File: config.mk
export PLATFORM = sky130hd
export DESIGN_NAME = i2s_rx_sampler
export DESIGN_NICKNAME = d
export VERILOG_FILES = /design/src/rtl/i2s_rx_sampler.sv
export SDC_FILE = /design/constraint.sdc
export NUM_CORES = 1
export LEC_CHECK = 0
export CAP_MARGIN = 5
export CORE_ASPECT_RATIO = 2
export CORE_MARGIN = 4
export CORE_UTILIZATION = 54
export DETAILED_ROUTE_END_ITERATION = 8
export GPL_TIMING_DRIVEN = 0
export PLACE_DENSITY = 0.78
export SLEW_MARGIN = 20
export SYNTH_ARGS = -nofsm -noshare
export SYNTH_HDL_FRONTEND = slang
export SYNTH_SLANG_ARGS = --single-unit
export TNS_END_PERCENT = 20
File: constraint.sdc
create_clock -name clk -period 2.15 [get_ports clk]
set_input_delay 0.215 -clock clk [delete_from_list [all_inputs] [get_ports clk]]
set_output_delay 0.215 -clock clk [all_outputs]
set_load 0.02 [all_outputs]
File: src/rtl/i2s_rx_sampler.sv
// I2S receive front end: synchronizes bclk/lrclk/sdin into clk, deserializes
// 16-bit MSB-first words and forwards the selected channel as single-cycle pulses.
module i2s_rx_sampler #(
  parameter int CHANNEL     = 0,
  parameter int SYNC_STAGES = 2
) (
  input  logic        clk,
  input  logic        reset,
  input  logic        bclk,
  input  logic        lrclk,
  input  logic        sdin,
  output logic [15:0] sample,
  output logic        sample_valid,
  output logic        frame_error,
  output logic [1:0]  dbg_state
);

  // Handshake: sample/sample_valid is valid-only with no ready. sample is
  // stable between pulses, and each pulse lasts exactly one clk cycle.

  typedef enum logic [1:0] {
    HUNT  = 2'd0,
    SHIFT = 2'd1,
    HOLD  = 2'd2
  } state_t;

  localparam logic CH_SEL = (CHANNEL != 0);

  logic [SYNC_STAGES-1:0] bclk_sync_q, bclk_sync_d;
  logic [SYNC_STAGES-1:0] lr_sync_q, lr_sync_d;
  logic [SYNC_STAGES-1:0] sd_sync_q, sd_sync_d;
  logic bclk_s, lrclk_s, sdin_s, bclk_rise;

  logic bclk_prev_q, bclk_prev_d;
  logic rise_q, rise_d;
  logic lr_now_q, lr_now_d;
  logic lr_prev_q, lr_prev_d;
  logic din_q, din_d;
  logic lr_chg;

  state_t      state_q, state_d;
  logic [4:0]  bit_cnt_q, bit_cnt_d;
  logic [15:0] sr_q, sr_d;
  logic        ch_q, ch_d;
  logic [15:0] sample_q, sample_d;
  logic        sample_valid_q, sample_valid_d;
  logic        frame_error_q, frame_error_d;
  logic        complete;
  logic [15:0] word;

  // Synchronizers and the bclk edge detector.
  always_comb begin
    bclk_sync_d = {bclk_sync_q[SYNC_STAGES-2:0], bclk};
    lr_sync_d   = {lr_sync_q[SYNC_STAGES-2:0], lrclk};
    sd_sync_d   = {sd_sync_q[SYNC_STAGES-2:0], sdin};
    bclk_s      = bclk_sync_q[SYNC_STAGES-1];
    lrclk_s     = lr_sync_q[SYNC_STAGES-1];
    sdin_s      = sd_sync_q[SYNC_STAGES-1];
    bclk_rise   = bclk_s & ~bclk_prev_q;
    bclk_prev_d = bclk_s;
    rise_d      = bclk_rise;
    lr_now_d    = bclk_rise ? lrclk_s : lr_now_q;
    din_d       = bclk_rise ? sdin_s : din_q;
    lr_prev_d   = bclk_rise ? lr_now_q : lr_prev_q;
  end

  assign lr_chg = (lr_now_q != lr_prev_q);

  // Word state machine; acts one cycle after each captured bclk rise.
  always_comb begin
    state_d        = state_q;
    bit_cnt_d      = bit_cnt_q;
    sr_d           = sr_q;
    ch_d           = ch_q;
    sample_d       = sample_q;
    sample_valid_d = 1'b0;
    frame_error_d  = frame_error_q;
    complete       = 1'b0;
    word           = {sr_q[14:0], din_q};

    if (rise_q) begin
      case (state_q)
        HUNT: begin
          if (lr_chg) begin
            ch_d      = lr_now_q;
            bit_cnt_d = 5'd0;
            state_d   = SHIFT;
          end
        end
        SHIFT: begin
          if (!lr_chg) begin
            sr_d      = word;
            bit_cnt_d = bit_cnt_q + 5'd1;
            if (bit_cnt_q == 5'd15) begin
              complete = 1'b1;
              state_d  = HOLD;
            end
          end else begin
            // A word-select change here carries the LSB of a 16-slot word.
            if (bit_cnt_q == 5'd15) begin
              sr_d     = word;
              complete = 1'b1;
            end else begin
              frame_error_d = 1'b1;
            end
            ch_d      = lr_now_q;
            bit_cnt_d = 5'd0;
            state_d   = SHIFT;
          end
        end
        HOLD: begin
          if (lr_chg) begin
            ch_d      = lr_now_q;
            bit_cnt_d = 5'd0;
            state_d   = SHIFT;
          end
        end
        default: begin
          state_d = HUNT;
        end
      endcase
    end

    // ch_q is still the finishing word's channel when a restart coincides.
    if (complete && (ch_q == CH_SEL)) begin
      sample_d       = word;
      sample_valid_d = 1'b1;
    end
  end

  always_ff @(posedge clk) begin
    if (reset) begin
      bclk_sync_q    <= '0;
      lr_sync_q      <= '0;
      sd_sync_q      <= '0;
      bclk_prev_q    <= 1'b0;
      rise_q         <= 1'b0;
      lr_now_q       <= 1'b0;
      lr_prev_q      <= 1'b0;
      din_q          <= 1'b0;
      state_q        <= HUNT;
      bit_cnt_q      <= 5'd0;
      sr_q           <= 16'd0;
      ch_q           <= 1'b0;
      sample_q       <= 16'd0;
      sample_valid_q <= 1'b0;
      frame_error_q  <= 1'b0;
    end else begin
      bclk_sync_q    <= bclk_sync_d;
      lr_sync_q      <= lr_sync_d;
      sd_sync_q      <= sd_sync_d;
      bclk_prev_q    <= bclk_prev_d;
      rise_q         <= rise_d;
      lr_now_q       <= lr_now_d;
      lr_prev_q      <= lr_prev_d;
      din_q          <= din_d;
      state_q        <= state_d;
      bit_cnt_q      <= bit_cnt_d;
      sr_q           <= sr_d;
      ch_q           <= ch_d;
      sample_q       <= sample_d;
      sample_valid_q <= sample_valid_d;
      frame_error_q  <= frame_error_d;
    end
  end

  assign sample       = sample_q;
  assign sample_valid = sample_valid_q;
  assign frame_error  = frame_error_q;
  assign dbg_state    = state_q;

endmodule

# --- Word-level counts from Yosys, hierarchy flattened ---
# Index checks and enable logic that the tools add are counted.
totals:
  out_inout_bits: 20
  wordCells: 50
  ff_bits: 52
  mem_count: 0
  latch_bits: 0
  input_bits: 5
  ramBits: 0
  rom_bits: 0
op_classes:
  n_eq_ne: 7
  n_addsub: 1
  reduce_logical: 10
  muxes: 13
  shifts: 0
  div_mod_pow: 0
  order_cmp: 0
  mul: 0
  bitwise_logic: 4
op_table:
  columns: ["op", "n"]
  rows:
  - ["$mux W15", 2]
  - ["$reduce_and A3 Y1", 4]
  - ["$mux W5", 2]
  - ["$pmux W5 S2", 1]
  - ["$mux W2", 3]
  - ["$add A5 B1 Y5 const B", 1]
  - ["$eq A5 B4 Y1 const B", 1]
  - ["$mux W1", 4]
  - ["$ne A2 B1 Y1 const B", 2]
  - ["$pmux W2 S2", 1]
  - ["$reduce_and A4 Y1", 1]
  - ["$ne A3 B3 Y1 const B", 1]
  - ["$not A1 Y1", 3]
  - ["$reduce_or A3 Y1", 1]
  - ["$eq A2 B1 Y1 const B", 1]
  - ["$eq A2 B2 Y1 const B", 1]
  - ["$logic_not A2 Y1", 1]
  - ["$reduce_bool A2 Y1", 1]
  - ["$reduce_or A2 Y1", 1]
  - ["$and A1 B1 Y1", 1]
  - ["$logic_and A1 B1 Y1", 1]
  - ["$ne A1 B1 Y1", 1]

# --- Depth between registers and ports, before layout ---
logic_depth:
  depth_word: 6
  ltp_mapped: 8
  mapped_depth_nobuf: 6

# --- Worst setup path after synthesis ---
# No wires, ideal clock.
synth_path:
  path_type: "register to register"
  startpoint: "reg bit_cnt_q[0]"
  endpoint: "reg sample_q[0] (netlist: sample[0])"
  required_time_ns: 2.079
  path_slack_ns: 0.509
  stages_incl_launch_ff: 9
  setup_ns: 0.071
  n_path_buf: 2
  t_arrival_ns: 1.571
  period_less_slack_ns: 1.641
  cell_sequence: "dfxtp_1 -> ha_1 -> and3_1 -> ha_1 -> nor2b_1 -> clkbuf_1 -> buf_2 -> nand3_1 -> a21oi_1"
synth_between:
  elab_chain_len: 5
synth_rtl:
  columns: ["element", "line_no", "rtl"]
  rows:
  - ["from (decl)", "42", "logic [4:0] bit_cnt_q, bit_cnt_d;"]
  - ["from (signal assigned)", "158", "bit_cnt_q <= bit_cnt_d;"]
  - ["$eq A5 B4 Y1", "94, 100", null]
  - ["$mux W1", "94, 100", null]
  - ["$mux W1", "82", "case (state_q)"]
  - ["$mux W1", "81", "if (rise_q) begin"]
  - ["$logic_and A1 B1 Y1", "125", "if (complete && (ch_q == CH_SEL)) begin"]
  - ["to (signal assigned)", "161", "sample_q <= sample_d;"]
  - ["to (decl)", "45", "logic [15:0] sample_q, sample_d;"]
# Every way passes these cells.
# A chain may end at the register's enable or synchronous reset.

# --- Final worst setup path ---
layout_path:
  startpoint: "reg bit_cnt_q[0]"
  endpoint: "reg sr_q[6]"
layout_between:
  elab_chain_len: 3
layout_rtl:
  columns: ["element", "line_no", "rtl"]
  rows:
  - ["$eq A5 B4 Y1", "100", "if (bit_cnt_q == 5'd15) begin"]
  - ["$ne A2 B1 Y1 (no line)", null, null]
  - ["$reduce_and A3 Y1 (no line)", null, null]
  - ["to (signal assigned)", "159", "sr_q <= sr_d;"]
  - ["to (decl)", "43", "logic [15:0] sr_q, sr_d;"]
# Every way passes these cells.

==> impl_results.md <==
* Hold endpoint: rise_q
* Post-Place Worst Slack at 143.6 ps
* WP buf/inv at 2
* Total CTS buffers at 5
* Slowest CP cell: dfxtp_1
* Critical path capture point type: flip-flop
* Slew Limit Fails at 0
* Die width at 51.46 um
* Syn-to-layout area delta at 19.45%
* Number of I/O pins at 25
* Reg-to-reg critical path startpoint: bit_cnt_q[0]
* Synth async-reset ratio at 0
* Leading post-synthesis cells by instance count: dfxtp_1, o21ai_0, nand2b_1
* Fill count at roughly 330
* LEAKAGE at ~0.80 nW
* Layout Nets at 250
* R2R depth at 7
* Worst Path Max Fanout at 10
* Main area contributors after synthesis: dfxtp_1, mux2i_1, nand2b_1, o21ai_0, a21oi_1
* Syn Nets at 219
* Post-synth EDFFs at 0
* Syn Inst Count at ~210
* Via density at 5.420
* Pwr/cell area at 645.5 mW/mm2
* Post-synth top area share at 0.5104
* Crit path launch type: flip-flop
* PortBufs at 24
* Die Area at 0.004884 mm2
* M1 wire length at 1699 um
* Crit path arrival time at 2140 ps
* Largest net degree at the start of global routing at 18
* Crit-path cells: ha_1 > and3_1 > ha_1 > inv_1 > a21oi_4 > buf_6 > mux2i_1
* Initial DRC count at 17
* Fin. Hold Viols at 0
* Min Tclk post-route at 1913 ps
* Vias in the first global route at approximately 1600
* Area of the mapped netlist at 0.002039 mm2
* Crit Path Category: flip-flop to flip-flop
* Critical Path Most Common Cell: ha_1
* RSZ-0062 raised after global routing: no
* R2R Setup Slk at 240 ps
* Status: finished, final reports clean
* Wire length on met3 at approximately 110 um
* Tightest Pin Transition at 603.3 ps
* Total congestion overflow at 0
* RD Place Congestion at 0.7455
* Relative slew slack at 0.5942
* Setup WS post-layout at approximately 240 ps
* Clock Skew at roughly 12 ps
* Fin crit share at 0.8900
* Met2 WL post-DR at roughly 2200 um
* Worst path required time at 2380 ps
* Setup Buffers After CTS at 0
* Warning count from the yosys run at 0
* Aggregate routed wire length at 4125 um
* Clock root buffer master: clkbuf_8
* Diodes inserted at 0
* Per-cell routed wire length at 14.08 um
* RR Endpoint: sr_q[6]
* Post-layout util at 0.6682
* CTS max path bufs at 2
* Largest stage delay on the critical path at 400 ps
* Post-DRT Antenna Nets at 0
* Max Used Layer: met4
* Clk Latency, worst-skew pair at 310 ps
* Post-synth top area cell: dfxtp_1
* # rows at 31
* Fraction of layout instances using a drive strength above 1 at 0.07377
* Total core area at about 0.0036 mm2
* Initial antenna violation count at 0
* DRT Pass-1 Iters at 4
* Syn Area/Cell at a little under 10 um2
* Hold path start: bclk_prev_q
* Total Neg Setup Slack at 0 ps
* Starting density of the core at 0.5594
* #FFs+latches synth at 52
* DRC Markers at 0
* Routed via count at around 1600
* Hold Path Depth at 1
* Max-cap violations at 0
* Worst path top cell family by delay: adder cells
* Top FF cell, synth: dfxtp_1
* Post-DP HPWL at 2931 um
* First-pass GRT wire length at 7127 um
* Hold WC Path Type: flip-flop to flip-flop
* Finish-stage setup viols at 0
* H-tree depth at 2
* Count leader, synth: dfxtp_1
* Max IR drop VDD at 0.6544 mV
* Total clock sinks at 52
* Register area share after synthesis at 0.5104
* Worst-path clk slew at 100 ps
* Yosys cell types at 34
* Fmax at 522.6 MHz
* Chip Height at 94.91 um
* GRT Total Usage at 0.1917
* CTS tree: yes
==> stage by stage <==
step | cells | hold WS, ps | total power [mW] | instance area [um2]
after floorplan | 212 | 343.2 | 1.020 | 2039
after global placement | 285 | 399.5 | 1.037 | 2341
after detailed placement | 285 | 413.5 | 1.037 | 2341
after CTS | 293 | 428.2 | 1.582 | 2434
after global routing | 293 | 432.8 | 1.617 | 2436
final | 293 | 424.2 | 1.573 | 2436
==> registers in the layout, summed over array words and instances, names as in the netlist <==
signal	flops
sample	16
sr_q	15
bit_cnt_q	5
bclk_sync_q	2
dbg_state	2
lr_sync_q	2
sd_sync_q	2
bclk_prev_q	1
ch_q	1
din_q	1
frame_error	1
lr_now_q	1
lr_prev_q	1
rise_q	1
sample_valid	1
==> timing repair <==
action / CTS / global route
setup endpoints to repair: 0 / 8
gates resized for setup: 0 / 3
hold buffers: 0 / 0
==> logic make-up after synthesis <==
family	synth area share
AO/OA/AOI/OAI	0.1430
buffers and inverters	0.04539
adder cells (fa/ha/maj)	0.01227
flip-flops	0.5104
multiplexers	0.08834
XOR/XNOR	0.01657
AND/OR/NAND/NOR	0.1841
==> metal layers <==
layer	track usage	vias up
li1	-	792
met1	0.2080	761
met2	0.3426	26
met3	0.03949	9
met4	0.09190	0
met5	0	-
==> power by group <==
| group | leakage [nW] | total [mW] | internal (mW) | switching (mW) |
|---|---|---|---|---|
| clock | 0.0404 | 0.559 | 0.231 | 0.328 |
| sequential | 0.420 | 0.972 | 0.969 | 0.00288 |
| combinational | 0.338 | 0.0416 | 0.0191 | 0.0225 |
| total | 0.799 | 1.57 | 1.22 | 0.353 |
==> layout by cell type (no fill, tap or decap), types with 6 or more instances in the layout <==
cell type,instances
o21ai_0,20
nor2_1,6
a21oi_1,18
nand3_1,18
clkbuf_1,7
clkdlybuf4s50_1,24
dfxtp_1,52
mux2i_1,18
inv_1,6
nor2b_1,12
nand2b_1,19
==> cell type report <==
cell class                      count  area, um2  share of cell area
Tap cell                           49      61.31             0.02517
Sequential cell                    52       1041              0.4273
Buffer                             15      72.57             0.02979
Multi-Input combinational cell    139      905.9              0.3719
Clock inverter                      3      23.77            0.009759
Inverter                            6      22.52            0.009245
Clock buffer                        5      68.82             0.02825
Timing Repair Buffer               24      240.2             0.09861
==> worst register-to-register path, cell delays in order (launching register included) <==
cell     delay [ps]
dfxtp_1         400
ha_1            200
and3_1          170
ha_1            230
inv_1           110
a21oi_4         270
buf_6           220
mux2i_1         220
==> worst max path at each step <==
stage,startpoint,to,depth (start not counted)
4_1_cts,bit_cnt_q[0],sample[8],7
3_5_place_dp,bit_cnt_q[0],sample[8],7
5_1_grt,bit_cnt_q[0],sample[12],8
2_1_floorplan,bit_cnt_q[0],sample[0],8
3_3_place_gp,bit_cnt_q[0],sample[13],8
6_report,bit_cnt_q[0],sr_q[6],7
(Power assumes the default switching activity.)
